### config.mk
export PLATFORM = sky130hd
export DESIGN_NAME = dma_read_engine_flat
export DESIGN_NICKNAME = d
export VERILOG_FILES = /design/src/rtl/dma_read_engine_if.sv /design/src/rtl/dma_read_engine.sv /design/src/flat_wrapper.sv
export SDC_FILE = /design/constraint.sdc
export NUM_CORES = 2
export LEC_CHECK = 0
export CORE_AREA = 8 8 442 444
export CTS_BUF_LIST = sky130_fd_sc_hd__clkbuf_2 sky130_fd_sc_hd__clkbuf_4 sky130_fd_sc_hd__clkbuf_8
export CTS_CLUSTER_DIAMETER = 200
export DETAILED_ROUTE_END_ITERATION = 10
export DIE_AREA = 0 0 450 452
export PLACE_DENSITY = 0.36
export SLEW_MARGIN = 10
export SYNTH_ARGS = -nofsm -noshare
export SYNTH_HDL_FRONTEND = slang
export SYNTH_SLANG_ARGS = --single-unit
### constraint.sdc
create_clock -name clk -period 9.96 [get_ports clk]
set_input_delay 0.996 -clock clk [delete_from_list [all_inputs] [get_ports clk]]
set_output_delay 0.996 -clock clk [all_outputs]
set_load 0.01 [all_outputs]
### src/rtl/dma_read_engine_if.sv
// Bus bundle for dma_read_engine: command/status, shell read request/response, FIFO write port.
// The engine connects through the master modport; the environment uses the slave modport.
`timescale 1ns/1ps
interface dma_read_engine_if #(
  parameter int unsigned CLADDR_WIDTH    = 42,
  parameter int unsigned CLDATA_WIDTH    = 512,
  parameter int unsigned LOG2_FIFO_DEPTH = 9
);
  logic                       start;
  logic [CLADDR_WIDTH-1:0]    addr;
  logic [31:0]                num_lines;
  logic                       idle;
  logic                       active;
  logic                       done;
  logic                       tx_re;
  logic [CLADDR_WIDTH-1:0]    tx_raddr;
  logic [1:0]                 tx_rlength;
  logic                       rx_rvalid;
  logic [CLDATA_WIDTH-1:0]    rx_rdata;
  logic                       rx_ralmostfull;
  logic                       fifo_we;
  logic [CLDATA_WIDTH-1:0]    fifo_wdata;
  logic [LOG2_FIFO_DEPTH-1:0] fifo_count;

  modport master (
    input  start, addr, num_lines, rx_rvalid, rx_rdata, rx_ralmostfull, fifo_count,
    output idle, active, done, tx_re, tx_raddr, tx_rlength, fifo_we, fifo_wdata
  );

  modport slave (
    output start, addr, num_lines, rx_rvalid, rx_rdata, rx_ralmostfull, fifo_count,
    input  idle, active, done, tx_re, tx_raddr, tx_rlength, fifo_we, fifo_wdata
  );
endinterface

### src/rtl/dma_read_engine.sv
// DMA read engine: issues aligned 1/2/4-line read bursts under FIFO credit and forwards responses.
// Optional macro DMA_READ_PERF_EN adds perf_cycles / perf_stall_cycles counters.
`timescale 1ns/1ps
module dma_read_engine #(
  parameter int unsigned CLADDR_WIDTH    = 42,
  parameter int unsigned CLDATA_WIDTH    = 512,
  parameter int unsigned LOG2_FIFO_DEPTH = 9,
  parameter int unsigned FIFO_CAPACITY   = 496
) (
  input  logic                clk,
  input  logic                reset_n,
  dma_read_engine_if.master   bus
`ifdef DMA_READ_PERF_EN
  ,
  output logic [31:0]         perf_cycles,
  output logic [31:0]         perf_stall_cycles
`endif
);

  // Credit arithmetic is wide enough that fifo_count + outstanding + burst never wraps.
  localparam int unsigned CNT_W = LOG2_FIFO_DEPTH + 3;

  typedef enum logic [1:0] {S_IDLE, S_REQUEST, S_DRAIN, S_DONE} state_e;

  state_e                  state_q, state_d;
  logic [CLADDR_WIDTH-1:0] next_addr_q, next_addr_d;
  logic [31:0]             remaining_q, remaining_d;
  logic [31:0]             expected_q, expected_d;
  logic [31:0]             received_q, received_d;
  logic [CNT_W-1:0]        outstanding_q, outstanding_d;
  logic                    idle_q, idle_d;
  logic                    active_q, active_d;
  logic                    done_q, done_d;
  logic                    tx_re_q, tx_re_d;
  logic [CLADDR_WIDTH-1:0] tx_raddr_q, tx_raddr_d;
  logic [1:0]              tx_rlength_q, tx_rlength_d;
  logic                    fifo_we_q, fifo_we_d;
  logic [CLDATA_WIDTH-1:0] fifo_wdata_q, fifo_wdata_d;

  logic [2:0]              burst;
  logic [1:0]              burst_enc;
  logic [CNT_W-1:0]        credit_sum;
  logic                    can_issue;
  logic                    issue;
  logic                    accept;

  // Largest burst allowed by remaining count and address alignment.
  always_comb begin
    burst     = 3'd1;
    burst_enc = 2'b00;
    if (remaining_q >= 32'd4 && next_addr_q[1:0] == 2'b00) begin
      burst     = 3'd4;
      burst_enc = 2'b11;
    end else if (remaining_q >= 32'd2 && !next_addr_q[0]) begin
      burst     = 3'd2;
      burst_enc = 2'b01;
    end
  end

  assign credit_sum = CNT_W'(bus.fifo_count) + outstanding_q + CNT_W'(burst);
  assign can_issue  = !bus.rx_ralmostfull && (credit_sum <= CNT_W'(FIFO_CAPACITY));
  assign issue      = (state_q == S_REQUEST) && (remaining_q != 32'd0) && can_issue;
  assign accept     = bus.rx_rvalid && ((state_q == S_REQUEST) || (state_q == S_DRAIN));

  always_comb begin
    state_d       = state_q;
    next_addr_d   = next_addr_q;
    remaining_d   = remaining_q;
    expected_d    = expected_q;
    received_d    = accept ? received_q + 32'd1 : received_q;
    outstanding_d = outstanding_q + (issue ? CNT_W'(burst) : CNT_W'(0))
                                  - (accept ? CNT_W'(1) : CNT_W'(0));
    tx_re_d       = 1'b0;
    tx_raddr_d    = tx_raddr_q;
    tx_rlength_d  = tx_rlength_q;
    fifo_we_d     = accept;
    fifo_wdata_d  = accept ? bus.rx_rdata : fifo_wdata_q;
    done_d        = (state_q == S_DONE);

    case (state_q)
      S_IDLE: begin
        if (bus.start) begin
          next_addr_d   = bus.addr;
          remaining_d   = bus.num_lines;
          expected_d    = bus.num_lines;
          received_d    = 32'd0;
          outstanding_d = CNT_W'(0);
          state_d       = (bus.num_lines == 32'd0) ? S_DONE : S_REQUEST;
        end
      end
      S_REQUEST: begin
        if (issue) begin
          tx_re_d      = 1'b1;
          tx_raddr_d   = next_addr_q;
          tx_rlength_d = burst_enc;
          next_addr_d  = next_addr_q + CLADDR_WIDTH'(burst);
          remaining_d  = remaining_q - 32'(burst);
          if (remaining_q == 32'(burst)) state_d = S_DRAIN;
        end
      end
      S_DRAIN: begin
        if (received_d == expected_q) state_d = S_DONE;
      end
      S_DONE: begin
        state_d = S_IDLE;
      end
      default: state_d = S_IDLE;
    endcase

    idle_d   = (state_d == S_IDLE);
    active_d = (state_d == S_REQUEST) || (state_d == S_DRAIN);
  end

  always_ff @(posedge clk or negedge reset_n) begin
    if (!reset_n) begin
      state_q       <= S_IDLE;
      next_addr_q   <= '0;
      remaining_q   <= '0;
      expected_q    <= '0;
      received_q    <= '0;
      outstanding_q <= '0;
      idle_q        <= 1'b1;
      active_q      <= 1'b0;
      done_q        <= 1'b0;
      tx_re_q       <= 1'b0;
      tx_raddr_q    <= '0;
      tx_rlength_q  <= 2'b00;
      fifo_we_q     <= 1'b0;
      fifo_wdata_q  <= '0;
    end else begin
      state_q       <= state_d;
      next_addr_q   <= next_addr_d;
      remaining_q   <= remaining_d;
      expected_q    <= expected_d;
      received_q    <= received_d;
      outstanding_q <= outstanding_d;
      idle_q        <= idle_d;
      active_q      <= active_d;
      done_q        <= done_d;
      tx_re_q       <= tx_re_d;
      tx_raddr_q    <= tx_raddr_d;
      tx_rlength_q  <= tx_rlength_d;
      fifo_we_q     <= fifo_we_d;
      fifo_wdata_q  <= fifo_wdata_d;
    end
  end

  assign bus.idle       = idle_q;
  assign bus.active     = active_q;
  assign bus.done       = done_q;
  assign bus.tx_re      = tx_re_q;
  assign bus.tx_raddr   = tx_raddr_q;
  assign bus.tx_rlength = tx_rlength_q;
  assign bus.fifo_we    = fifo_we_q;
  assign bus.fifo_wdata = fifo_wdata_q;

`ifdef DMA_READ_PERF_EN
  logic [31:0] perf_cycles_q, perf_cycles_d;
  logic [31:0] perf_stall_q, perf_stall_d;

  // Saturating activity / stall counters, cleared by an accepted start.
  always_comb begin
    perf_cycles_d = perf_cycles_q;
    perf_stall_d  = perf_stall_q;
    if (state_q == S_IDLE && bus.start) begin
      perf_cycles_d = 32'd0;
      perf_stall_d  = 32'd0;
    end else begin
      if ((state_q == S_REQUEST || state_q == S_DRAIN) && perf_cycles_q != 32'hFFFF_FFFF)
        perf_cycles_d = perf_cycles_q + 32'd1;
      if (state_q == S_REQUEST && remaining_q != 32'd0 && !can_issue &&
          perf_stall_q != 32'hFFFF_FFFF)
        perf_stall_d = perf_stall_q + 32'd1;
    end
  end

  always_ff @(posedge clk or negedge reset_n) begin
    if (!reset_n) begin
      perf_cycles_q <= '0;
      perf_stall_q  <= '0;
    end else begin
      perf_cycles_q <= perf_cycles_d;
      perf_stall_q  <= perf_stall_d;
    end
  end

  assign perf_cycles       = perf_cycles_q;
  assign perf_stall_cycles = perf_stall_q;
`endif

endmodule

### src/flat_wrapper.sv
// flat-port wrapper written by rule: the top's interface ports become plain ports
module dma_read_engine_flat 
#(
  parameter int unsigned CLADDR_WIDTH    = 42,
  parameter int unsigned CLDATA_WIDTH    = 512,
  parameter int unsigned LOG2_FIFO_DEPTH = 9,
  parameter int unsigned FIFO_CAPACITY   = 496
)
  (clk, reset_n, bus_start, bus_addr, bus_num_lines, bus_rx_rvalid, bus_rx_rdata, bus_rx_ralmostfull, bus_fifo_count, bus_idle, bus_active, bus_done, bus_tx_re, bus_tx_raddr, bus_tx_rlength, bus_fifo_we, bus_fifo_wdata);
  dma_read_engine_if #(.CLADDR_WIDTH(CLADDR_WIDTH), .CLDATA_WIDTH(CLDATA_WIDTH), .LOG2_FIFO_DEPTH(LOG2_FIFO_DEPTH)) bus_i ();
  input  logic clk;
  input  logic reset_n;
  input wire logic [$bits(bus_i.start)-1:0] bus_start;
  input wire logic [$bits(bus_i.addr)-1:0] bus_addr;
  input wire logic [$bits(bus_i.num_lines)-1:0] bus_num_lines;
  input wire logic [$bits(bus_i.rx_rvalid)-1:0] bus_rx_rvalid;
  input wire logic [$bits(bus_i.rx_rdata)-1:0] bus_rx_rdata;
  input wire logic [$bits(bus_i.rx_ralmostfull)-1:0] bus_rx_ralmostfull;
  input wire logic [$bits(bus_i.fifo_count)-1:0] bus_fifo_count;
  output wire logic [$bits(bus_i.idle)-1:0] bus_idle;
  output wire logic [$bits(bus_i.active)-1:0] bus_active;
  output wire logic [$bits(bus_i.done)-1:0] bus_done;
  output wire logic [$bits(bus_i.tx_re)-1:0] bus_tx_re;
  output wire logic [$bits(bus_i.tx_raddr)-1:0] bus_tx_raddr;
  output wire logic [$bits(bus_i.tx_rlength)-1:0] bus_tx_rlength;
  output wire logic [$bits(bus_i.fifo_we)-1:0] bus_fifo_we;
  output wire logic [$bits(bus_i.fifo_wdata)-1:0] bus_fifo_wdata;
  assign bus_i.start = bus_start;
  assign bus_i.addr = bus_addr;
  assign bus_i.num_lines = bus_num_lines;
  assign bus_i.rx_rvalid = bus_rx_rvalid;
  assign bus_i.rx_rdata = bus_rx_rdata;
  assign bus_i.rx_ralmostfull = bus_rx_ralmostfull;
  assign bus_i.fifo_count = bus_fifo_count;
  assign bus_idle = bus_i.idle;
  assign bus_active = bus_i.active;
  assign bus_done = bus_i.done;
  assign bus_tx_re = bus_i.tx_re;
  assign bus_tx_raddr = bus_i.tx_raddr;
  assign bus_tx_rlength = bus_i.tx_rlength;
  assign bus_fifo_we = bus_i.fifo_we;
  assign bus_fifo_wdata = bus_i.fifo_wdata;
  dma_read_engine #(.CLADDR_WIDTH(CLADDR_WIDTH), .CLDATA_WIDTH(CLDATA_WIDTH), .LOG2_FIFO_DEPTH(LOG2_FIFO_DEPTH), .FIFO_CAPACITY(FIFO_CAPACITY)) u_core (.clk(clk), .reset_n(reset_n), .bus(bus_i));
endmodule
Word level (Yosys, flattened, before mapping)
Cells that the tools add are included.

cells by class
  magnitude comparators = 3
  bitwise logic cells = 0
  $add $sub $neg = 7
  eq/ne operators = 9
  $mul = 0
  reductions and logical operators = 19
  multiplexer cells = 25
  divide/modulo/power cells = 0
  shift-type cells = 0

operator list
  operator                                                                               count
  32-bit 2-to-1 mux                                                                      5
  42-bit 2-to-1 mux                                                                      2
  42-bit case mux with 2 select lines                                                    1
  32-bit case mux with 2 select lines                                                    1
  42-bit by 3-bit adder with 42-bit output                                               1
  32-bit by 1-bit adder with 32-bit output (second input constant)                       1
  32-bit by 3-bit == test with 1-bit output                                              1
  32-bit == test                                                                         1
  32-bit by 2-bit greater-or-equal comparator with 1-bit output (second input constant)  1
  32-bit by 3-bit greater-or-equal comparator with 1-bit output (second input constant)  1
  32-bit zero test                                                                       1
  32-bit nonzero test                                                                    1
  32-bit by 3-bit subtractor with 32-bit output                                          1
  12-bit 2-to-1 mux                                                                      2
  2-bit 2-to-1 mux                                                                       7
  12-bit adder                                                                           1
  12-bit by 3-bit adder with 12-bit output                                               1
  9-bit by 12-bit adder with 12-bit output                                               1
  12-bit by 9-bit <= comparator with 1-bit output (second input constant)                1
  12-bit subtractor                                                                      1
  2-bit case mux with 4 select lines                                                     1
  2-bit == test (second input constant)                                                  3
  1-bit logical AND                                                                      6
  2-bit zero test                                                                        3
  other kinds (10)                                                                       18

word-level totals
  logic and storage cells = 77
  memories = 0
  memory bits (writable) = 0
  input bits = 600
  latch bits = 0
  bits in read-only memories = 0
  output and inout bits = 561
  register bits after elaboration = 713

Logic depth before layout (Yosys ltp)
  word-level depth = 13
  depth in mapped cells = 32
  mapped depth without buffers = 30

Worst setup path before layout
Ideal clock, no wire load.

  path kind = register -> register
  start point = register u_core.remaining_q[22]
  end point = register u_core.outstanding_q[10]
  setup time = 0.132 ns
  path buffers = 2
  arrival time = 7.057 ns
  data required time = 9.828 ns
  period minus slack after synthesis = 7.189 ns
  cell stages (with the launch flop) = 31
  path slack = 2.771 ns
  path through = dfrtp_1 or4_4 or4b_1 or3_4 o31ai_1 nor2_1 fa_1 ha_1 inv_1 fa_1 nor2b_1 o31a_1 o21a_1 o21ai_0 mux2i_1 nand3_2 inv_4 buf_6 clkbuf_1 nand2_1 ha_1 inv_1 fa_1 a21oi_1 nor2_1 o21a_1 o21a_1 nor4_1 o41ai_1 xnor2_1 nor2_1

on the way
  cells in the longest elaborated chain, start to end = 13
  elaborated cells on any way between the ends = 17
  classes of those cells = add/sub: 3; order compare: 3; mux: 5; reduce/logical: 6

ends and longest elaborated chain
  what                                                           line                    text
  start, declared                                                dma_read_engine.sv:27   logic [31:0] remaining_q, remaining_d;
  start signal, assigned                                         dma_read_engine.sv:133  remaining_q <= remaining_d;
  32-bit by 2-bit greater-or-equal comparator with 1-bit output  dma_read_engine.sv:54   end else if (remaining_q >= 32'd2 && !next_addr_q[0]) begin
  1-bit logical AND                                              dma_read_engine.sv:54
  2-bit 2-to-1 mux                                               dma_read_engine.sv:54
  3-bit 2-to-1 mux                                               dma_read_engine.sv:51   if (remaining_q >= 32'd4 && next_addr_q[1:0] == 2'b00) begin
  12-bit by 3-bit adder with 12-bit output                       dma_read_engine.sv:60   assign credit_sum = CNT_W'(bus.fifo_count) + outstanding_q + CNT_W'(burst);
  12-bit by 9-bit <= comparator with 1-bit output                dma_read_engine.sv:61   assign can_issue = !bus.rx_ralmostfull && (credit_sum <= CNT_W'(FIFO_CAPACITY));
  1-bit logical AND                                              dma_read_engine.sv:61
  1-bit logical AND                                              dma_read_engine.sv:62   assign issue = (state_q == S_REQUEST) && (remaining_q != 32'd0) && can_issue;
  3-bit 2-to-1 mux (*)                                           dma_read_engine.sv:71   outstanding_d = outstanding_q + (issue ? CNT_W'(burst) : CNT_W'(0))
  12-bit adder (*)                                               dma_read_engine.sv:71
  12-bit subtractor (*)                                          dma_read_engine.sv:72   - (accept ? CNT_W'(1) : CNT_W'(0));
  12-bit 2-to-1 mux                                              dma_read_engine.sv:82   if (bus.start) begin
  12-bit 2-to-1 mux (*)                                          dma_read_engine.sv:80   case (state_q)
  via u_core.outstanding_d[10]                                   dma_read_engine.sv:30   logic [CNT_W-1:0] outstanding_q, outstanding_d;
  end signal, assigned                                           dma_read_engine.sv:136  outstanding_q <= outstanding_d;
  end, declared                                                  dma_read_engine.sv:30

The timed path passes the listed nets; every way through them passes the cells marked *.
A chain may end at the register's enable or synchronous reset.

Final worst setup path
  start point = register u_core.remaining_q[22]
  end point = register u_core.outstanding_q[11]

on the way
  elaborated cells on any way between the ends = 17
  classes of those cells = add/sub: 3; order compare: 3; mux: 5; reduce/logical: 6

RTL lines
  what                                                               line                   text
  32-bit by 3-bit greater-or-equal comparator with 1-bit output (*)  dma_read_engine.sv:51
  1-bit logical AND (*)                                              dma_read_engine.sv:51
  3-bit 2-to-1 mux (*)                                               dma_read_engine.sv:51
  via u_core.burst[2]                                                dma_read_engine.sv:40  logic [2:0] burst;
  12-bit by 3-bit adder with 12-bit output                           dma_read_engine.sv:60
  12-bit by 9-bit <= comparator with 1-bit output                    dma_read_engine.sv:61
  1-bit logical AND                                                  dma_read_engine.sv:61
  1-bit logical AND                                                  dma_read_engine.sv:62
  3-bit 2-to-1 mux (*)                                               dma_read_engine.sv:71
  12-bit adder (*)                                                   dma_read_engine.sv:71
  12-bit subtractor (*)                                              dma_read_engine.sv:72
  12-bit 2-to-1 mux                                                  dma_read_engine.sv:82
  12-bit 2-to-1 mux (*)                                              dma_read_engine.sv:80
  via u_core.outstanding_d[11]                                       dma_read_engine.sv:30

Marks and branches as above.

==> impl_metrics.tcl <==
set metrics [dict create \
    syn-num-nets 4179 \
    fp.dieW_um 450 \
    p_comb_frac 0.466 \
    synth_top_family_by_area "simple AND/OR/NAND/NOR gates" \
    ys.flop_type "dfrtp_1" \
    drive_gt1_frac 0.07127 \
    cts.sinks 713 \
    cts_root_buf "clkbuf_8" \
    avgViaCountPerCell 3.978 \
    synth_area_leaders "dfrtp_1 58%, nand2_1 22%, clkbuf_1 1.8%, ha_1 1.7%, nor2_1 1.5%" \
    fp.coreArea_mm2 0.1886 \
    wl_per_cell_um 25.52 \
    yosysWarnings 0 \
    worst_pin_slew_ns 1.203 \
    die_h_um 452 \
    timing.critical_path.buf_inv 4 \
    synth_mux_area_frac 0.003330 \
    intPower_w 0.009570 \
    seq_power_share 0.318 \
    via_count 29230 \
    clock_latency_ns 0.90 \
    placed_area_mm2 0.04518 \
    switching_power_w 0.006764 \
    post-synth-top-count-cell "nand2_1" \
    drt_wl_total_um 187500 \
    regToRegSetupSlack_ns 2.11 \
    hold_viol_final 0 \
    final_area_mm2 0.04856 \
    multi_input_area_mm2 0.01206 \
    r2r-start "u_core.remaining_q[22]" \
    synth_top_area_frac 0.5783 \
    status "complete, no violations" \
    synth-compound-area-share 0.06051 \
    postCtsSetupRepairBufs 0 \
    yosys_register_bits 713 \
    synth_cell_types 77 \
    synthTopCellsByCount "1,824 x nand2_1, 712 x dfrtp_1, 151 x clkbuf_1" \
    io_buffers 1160 \
    grt_overflow_total 0 \
    grt_pass1_wl_um 253700 \
    fin_util 0.2575 \
    drt_iter0_drc 1960 \
    ys_seq_area_frac 0.5792 \
    path_class "flip-flop to flip-flop" \
    grt_usage 0.1761 \
    ant_nets 0 \
    synth-async-reset-ratio 1.000 \
    die_area_mm2 0.2034 \
    skew_ns 0.03818 \
    layout_min_cycle_time_ns 7.852 \
    crit_fanout 33 \
    grt_antenna_before_repair 99 \
    grt_pass1_vias 29860 \
    dpl.hpwl_um 143900 \
    syn_area_mm2 0.03081 \
    ctsResizeCount 0 \
    leakage_nw 22.30 \
    fin_crit_sh 0.7884 \
    worst_hold_path_type "input pin to async pin" \
    dp_cells 7050 \
    cts_tree "done" \
    final_cell_count_no_fill 7349 \
    ioPinCount 1161 \
    clk_pin_slew_ns 0.06 \
    seq_area_mm2 0.01784 \
    critical-path-max-stage-delay_ns 0.57 \
    crit_path_start "u_core.remaining_q[22]" \
    relSlewSlack 0.1977 \
    p_clk_frac 0.216 \
    clock_path_buffers 3 \
    cts_buffers 152 \
    cts_hold_repair.buffers 0 \
    slew_viol_final 0 \
    drtPass1Iterations 5 \
    synth_top_area_cell "dfrtp_1" \
    reg2reg_to "u_core.outstanding_q[11]" \
    setup_viol 0 \
    synth_cells 3531 \
    rsz0062_at_grt "false" \
    grt_max_degree 175 \
    critPathRequiredTime_ns 10.67 \
    r2r_cells 31 \
    max_freq_ghz 0.1274 \
    end_kind "flip-flop" \
    power.density_mw_per_mm2 336.3 \
    cts.htree.levels 4 \
    endpoint "u_core.outstanding_q[11]" \
    synth_fa_ha_area_frac 0.02120 \
    initial_core_util 0.1634 \
    synth_edf_count 0 \
    row_count 160 \
    syn2layout_area_growth_pct 57.62 \
    tns_ns 0 \
    worst-path-stages 31 \
    drc_errors 0 \
    fillCellCount 20520 \
    synthXorXnorAreaFrac 0.02132 \
    synth_area_per_cell_um2 8.725 \
    gp_congestion 0.8339 \
    cp.arrival_ns 8.57 \
    switching_share 0.4141 \
    ir_drop_v 0.0001512 \
    critical_path.top_delay_family "simple AND/OR/NAND/NOR gates" \
    synth-simple-area-share 0.2840 \
    cap_viol_max_count 0 \
    nNetsFinal 5341 \
    cpMaxStageDelayCell "or4_4" \
    critPathLaunchType "flip-flop" \
]
[sequential cells by signal, summed over array words and instances (netlist names)]
| name | count |
|---|---|
| u_core.bus.done | 1 |
| u_core.bus.fifo_we | 1 |
| u_core.outstanding_q | 12 |
| u_core.received_q | 32 |
| u_core.bus.idle | 1 |
| u_core.bus.tx_re | 1 |
| u_core.bus.fifo_wdata | 512 |
| u_core.remaining_q | 32 |
| u_core.expected_q | 32 |
| u_core.bus.tx_rlength | 2 |
| u_core.state_q | 2 |
| u_core.bus.active | 1 |
| u_core.next_addr_q | 42 |
| u_core.bus.tx_raddr | 42 |
[through the flow]
| stage | hold WS [ns] | setup WS [ns] | total power (W) |
|---|---|---|---|
| 2_1_floorplan | 0.4539 | 2.771 | 0.008522 |
| 3_3_place_gp | 0.4564 | 2.076 | 0.01300 |
| 3_5_place_dp | 0.4609 | 2.084 | 0.01302 |
| 4_1_cts | 0.02154 | 2.047 | 0.01675 |
| 5_1_grt | 0.07305 | 1.541 | 0.01753 |
| 6_report | 0.1399 | 2.108 | 0.01633 |
[layout by cell type, fill, tap and decap left out, types with 40 or more instances in the layout]
master           instances
a21oi_1                 66
clkbuf_4                63
clkbuf_8               186
clkdlybuf4s50_1       1159
dfrtp_1                712
ha_1                    40
inv_1                   46
nand2_1               1822
nand3_1                 40
nor2_1                 124
o21ai_0                 40
[logic make-up after synthesis]
| family | Yosys count |
|---|---|
| buf+inv | 230 |
| fa+ha+maj | 48 |
| flops | 713 |
| simple gates | 2181 |
| xor+xnor | 75 |
| compound gates | 275 |
| mux | 9 |
[how the worst min path moves through the flow]
| stage | from | end | slack, ns | cells after the start |
|---|---|---|---|---|
| detailed placement | u_core.bus.fifo_wdata[507] | u_core.bus.fifo_wdata[507] | 0.46 | 2 |
| CTS | reset_n | u_core.bus.tx_raddr[13] | 0.02 | 1 |
| global route | reset_n | u_core.bus.tx_raddr[10] | 0.07 | 1 |
| floorplan | u_core.next_addr_q[31] | u_core.bus.tx_raddr[31] | 0.45 | 2 |
| global placement | u_core.bus.fifo_wdata[280] | u_core.bus.fifo_wdata[280] | 0.46 | 2 |
| finish | reset_n | u_core.bus.tx_raddr[13] | 0.14 | 1 |
[power groups by stage]
stage	registers [W]	clock network (W)	logic (W)
finish	0.00520	0.00353	0.00760
global route	0.00538	0.00381	0.00834
CTS	0.00520	0.00370	0.00785
detailed placement	0.00521	0	0.00782
global placement	0.00520	0	0.00781
floorplan	0.00554	0	0.00298
[cell type report]
class	count	area share
Sequential cell	713	0.3674
Multi-Input combinational cell	2588	0.2483
Timing Repair Buffer	1190	0.2459
Tap cell	2511	0.06469
Clock buffer	249	0.06245
Clock inverter	25	0.006003
Inverter	48	0.003916
Antenna cell	25	0.001288
[per-layer routing]
metal | track usage | vias to the layer above | routed length [um] | part of all wire
li1 | - | 13750 | - | -
met1 | 0.1992 | 14320 | 72480 | 0.39
met2 | 0.3240 | 862 | 100200 | 0.53
met3 | 0.05599 | 268 | 12150 | 0.065
met4 | 0.03627 | 38 | 2437 | 0.013
met5 | 0 | - | 254 | 0.0014
No activity file was read; power rests on OpenSTA's default activity.
